`src/rtl/four_bit_div_seq.sv`:
```
`default_nettype none
// ============================================================================
// Module   : four_bit_div_seq
// Purpose  : Sequential restoring divider (one quotient bit per clock) with a
//            start/busy/done handshake for the ALU division op.
// Revision : 1.0  initial release
// ============================================================================
module four_bit_div_seq #(
    parameter int WIDTH = 4
) (
    input  logic             clk,
    input  logic             rst,
    input  logic             start,
    input  logic [WIDTH-1:0] a,
    input  logic [WIDTH-1:0] b,
    output logic [WIDTH-1:0] q,
    output logic [WIDTH-1:0] r,
    output logic             busy,
    output logic             done,
    output logic             div0
);

    localparam int                 c_CNT_W    = $clog2(WIDTH);
    localparam logic [c_CNT_W-1:0] c_CNT_LAST = c_CNT_W'(WIDTH - 1);
    localparam logic [c_CNT_W-1:0] c_CNT_ONE  = c_CNT_W'(1);

    typedef enum logic [1:0] {
        S_IDLE = 2'd0,
        S_RUN  = 2'd1,
        S_DONE = 2'd2
    } state_t;

    state_t             r_state;
    state_t             w_state_nxt;

    logic [WIDTH-1:0]   r_dvd;
    logic [WIDTH-1:0]   r_dvs;
    logic [WIDTH:0]     r_p;
    logic [c_CNT_W-1:0] r_cnt;
    logic [WIDTH-1:0]   r_q;
    logic [WIDTH-1:0]   r_r;
    logic               r_div0;

    logic [WIDTH:0]     w_p_shift;
    logic [WIDTH+1:0]   w_trial;
    logic               w_qbit;
    logic [WIDTH:0]     w_p_nxt;
    logic [WIDTH-1:0]   w_dvd_nxt;
    logic               w_unused_p_msb;

    always_ff @(posedge clk) begin
        if (rst) begin
            r_state <= S_IDLE;
        end else begin
            r_state <= w_state_nxt;
        end
    end

    always_comb begin
        w_state_nxt = r_state;
        case (r_state)
            S_IDLE: begin
                if (start) begin
                    w_state_nxt = (b == '0) ? S_DONE : S_RUN;
                end
            end
            S_RUN: begin
                if (r_cnt == c_CNT_LAST) begin
                    w_state_nxt = S_DONE;
                end
            end
            S_DONE:  w_state_nxt = S_IDLE;
            default: w_state_nxt = S_IDLE;
        endcase
    end

    // Trial subtract as p' + ~{0,divisor} + 1; the carry-out means p' >= divisor.
    always_comb begin
        w_p_shift = {r_p[WIDTH-1:0], r_dvd[WIDTH-1]};
        w_trial   = {1'b0, w_p_shift} + {1'b0, ~{1'b0, r_dvs}} + (WIDTH+2)'(1);
        w_qbit    = w_trial[WIDTH+1];
        w_p_nxt   = w_qbit ? w_trial[WIDTH:0] : w_p_shift;
        w_dvd_nxt = {r_dvd[WIDTH-2:0], w_qbit};
    end

    // A restored remainder is always below the divisor, so p's top bit never feeds the next shift.
    assign w_unused_p_msb = r_p[WIDTH];

    always_ff @(posedge clk) begin
        if (rst) begin
            r_dvd  <= '0;
            r_dvs  <= '0;
            r_p    <= '0;
            r_cnt  <= '0;
            r_q    <= '0;
            r_r    <= '0;
            r_div0 <= 1'b0;
        end else begin
            case (r_state)
                S_IDLE: begin
                    if (start) begin
                        if (b != '0) begin
                            r_dvd  <= a;
                            r_dvs  <= b;
                            r_p    <= '0;
                            r_cnt  <= '0;
                            r_div0 <= 1'b0;
                        end else begin
                            r_q    <= '1;
                            r_r    <= a;
                            r_div0 <= 1'b1;
                        end
                    end
                end
                S_RUN: begin
                    r_dvd <= w_dvd_nxt;
                    r_p   <= w_p_nxt;
                    r_cnt <= r_cnt + c_CNT_ONE;
                    if (r_cnt == c_CNT_LAST) begin
                        r_q <= w_dvd_nxt;
                        r_r <= w_p_nxt[WIDTH-1:0];
                    end
                end
                default: ;
            endcase
        end
    end

    assign q    = r_q;
    assign r    = r_r;
    assign div0 = r_div0;
    assign busy = (r_state == S_RUN);
    assign done = (r_state == S_DONE);

endmodule
`default_nettype wire

```
`config.mk`:
```
export PLATFORM = sky130hd
export DESIGN_NAME = four_bit_div_seq
export DESIGN_NICKNAME = d
export VERILOG_FILES = /design/src/rtl/four_bit_div_seq.sv
export SDC_FILE = /design/constraint.sdc
export NUM_CORES = 1
export LEC_CHECK = 0
export CAP_MARGIN = 15
export CORE_UTILIZATION = 50
export CTS_CLUSTER_SIZE = 24
export DETAILED_ROUTE_END_ITERATION = 7
export GPL_TIMING_DRIVEN = 1
export MAX_ROUTING_LAYER = met4
export PLACE_DENSITY = 0.84
export SLEW_MARGIN = 20
export SYNTH_ARGS = -nofsm -noshare
export SYNTH_HDL_FRONTEND = slang
export SYNTH_SLANG_ARGS = --single-unit
```
`constraint.sdc`:
```
create_clock -name clk -period 2.4 [get_ports clk]
set_input_delay 0.48 -clock clk [delete_from_list [all_inputs] [get_ports clk]]
set_output_delay 0.48 -clock clk [all_outputs]
set_load 0.005 [all_outputs]
```
==> reports/metrics.yaml <==
outcome: "finished, final reports clean"
numCtsBuffers: 3
tritoncts: "built"
p_seq_frac: 0.550
switchingPower_w: 0.000246
share_comb_of_total_power: 0.223
synth_top_family_by_area: "simple AND/OR/NAND/NOR gates"
grt_pass1_wl_um: 4260
max_freq_ghz: 0.444
gp_congestion: 0.794
vias_per_cell: 5.56
dpl.cell_count: 184
synthFlopType: "dfxtp_1"
critPathKind: "register to output pin"
die_area_um2: 2650
setup_tns_ns: 0
slew_violations: 0
final_common_cell: "dfxtp_1"
grt_overflow_total: 0
diodes: 0
rows: 17
worst_ep_arrival_time_ns: 1.77
post-route-period-util: 0.939
holdBufCountCts: 0
wl_um: 2450
switching_share: 0.296
final_cell_mix: "dfxtp_1 (25), nand2_1 (24), clkdlybuf4s50_1 (21)"
relSlewSlack: 0.644
period_needed_ns: 2.25
rsz0062_at_grt: "no"
worstPathRequired_ns: 1.92
power_density_nw_per_um2: 569
syn_area_um2: 1220
p_int_w: 0.000585
htree_num_levels: 1
die_height_um: 51.5
clkTransAtPathRegs_ns: 0.14
clock_latency_ns: 0.32
hold_path.class: "register to register"
cts_resized: 0
grt_pass1_vias: 974
clock_skew_ns: 0.00826
fin_ws_ns: 0.147
tightestPinTransition_ns: 0.533
finalSetupViolations: 0
synthSimpleGateAreaFrac: 0.216
utilization: 0.648
grt_max_degree: 17
crit_path_start_kind: "register"
finalPower_w: 0.000831
initial_core_util: 0.543
dp_hpwl_um: 1950
cts_sinks: 25
worstSetupEndpointType: "output pin"
antenna_found_initial: 0
syn_nets: 156
hold_viol_final: 0
synth.area.mux_share: 0.0163
vias: 1046
place.port_buffers: 21
yosysWarnings: 0
power.leakage_nw: 0.517
synthArstFlopShare: 0
maxCapViolations: 0
cp_max_fo: 14
first_iter_violations: 37
coreArea_um2: 2250
instances_no_fill: 188
synth-xor-area-share: 0.00715
synthToLayoutAreaGrowth_pct: 19.3
dr.pass1.iters: 4
ys_seq_area_frac: 0.409
synth-compound-area-share: 0.212
avgSynthCellArea_um2: 8.81
syn_inst: 139
io_pins: 22
clk_path_buf_depth: 2
grt.total_usage: 0.219
clkPwrFrac: 0.227
drc_errors: 0
final_nets: 178
synth_fa_ha_area_frac: 0.0674
drive_gt1_frac: 0.100
irDropWorstVdd_uv: 464
post-place-ws_ns: 0.0968
synth_cell_types: 39
ys_ff_latch: 25
wl_per_cell_um: 13.0
cts_setup_buffers: 0
cts-root-buf: "clkbuf_4"
antenna_left: 0
die_w_um: 51.5
synth-edff-count: 0
cell usage after synthesis, types with 2 or more instances:
| master | count | area (µm²) |
|---|---|---|
| dfxtp_1 | 25 | 500 |
| nand2_1 | 24 | 90.1 |
| nor2_1 | 19 | 71.3 |
| a21oi_1 | 10 | 50.1 |
| a311oi_1 | 7 | 61.3 |
| ha_1 | 5 | 62.6 |
| inv_1 | 5 | 18.8 |
| nor2b_1 | 3 | 18.8 |
| o211ai_1 | 3 | 22.5 |
| o21ai_0 | 3 | 15.0 |
| a211oi_1 | 2 | 15.0 |
| a211oi_2 | 2 | 25.0 |
| buf_2 | 2 | 10.0 |
| buf_6 | 2 | 22.5 |
| mux2i_1 | 2 | 20.0 |
| nand2b_1 | 2 | 12.5 |
layer usage:
layer  vias up  GRT usage  share of wire
li1        532          -              -
met1       488      0.286           0.46
met2        22      0.359           0.50
met3         4     0.0175          0.033
met4         0     0.0676         0.0086
met5         -          -              0
final timing paths:
kind,start,cells after the start,end,slack [ns]
setup / recovery,r_state[1]$_SDFFE_PP0P_,3,busy,0.15
hold / removal,r_dvs[3]$_SDFFE_PP0P_,2,r_dvs[3]$_SDFFE_PP0P_,0.46
setup reg to reg,r_dvs[1]$_SDFFE_PP0P_,7,r[3]$_SDFFE_PP0P_,0.39
hold reg to reg,r_dvs[3]$_SDFFE_PP0P_,2,r_dvs[3]$_SDFFE_PP0P_,0.46
final cells by class:
type,count,area (µm²)
Tap cell,28,35.0
Multi-Input combinational cell,101,636
Sequential cell,25,500
Timing Repair Buffer,24,233
Clock buffer,3,22.5
Fill cell,205,793
Inverter,6,27.5
Clock inverter,1,7.51
flip-flops by register name, indices dropped and copies added, names as in the netlist:
register,cells
q,4
r,4
r_dvd,4
r_dvs,4
r_p,4
r_cnt,2
r_state,2
div0,1
power groups by stage:
stage	Clock (W)	Combinational (W)	Sequential [W]
after global routing	0.000212	0.000210	0.000460
after floorplan	0	0.000132	0.000462
after global placement	0	0.000178	0.000465
after detailed placement	0	0.000185	0.000466
after CTS	0.000193	0.000186	0.000457
final	0.000189	0.000186	0.000457
cells by family after synthesis:
group / count (synthesis)
flops: 25
compound gates: 35
simple gates: 57
mux: 2
xor+xnor: 1
buf+inv: 13
fa+ha+maj: 6
through the flow:
stage / hold WS (ns) / instance area, µm²
after floorplan: 0.434 / 1220
after global placement: 0.452 / 1430
after detailed placement: 0.448 / 1430
after CTS: 0.466 / 1460
after global routing: 0.503 / 1460
final: 0.464 / 1460
critical path, stage by stage (launching register included):
cell,delay [ns]
dfxtp_1,0.39
nand2b_1,0.34
inv_6,0.20
clkdlybuf4s50_1,0.52
No activity file was read; power rests on OpenSTA's default activity.
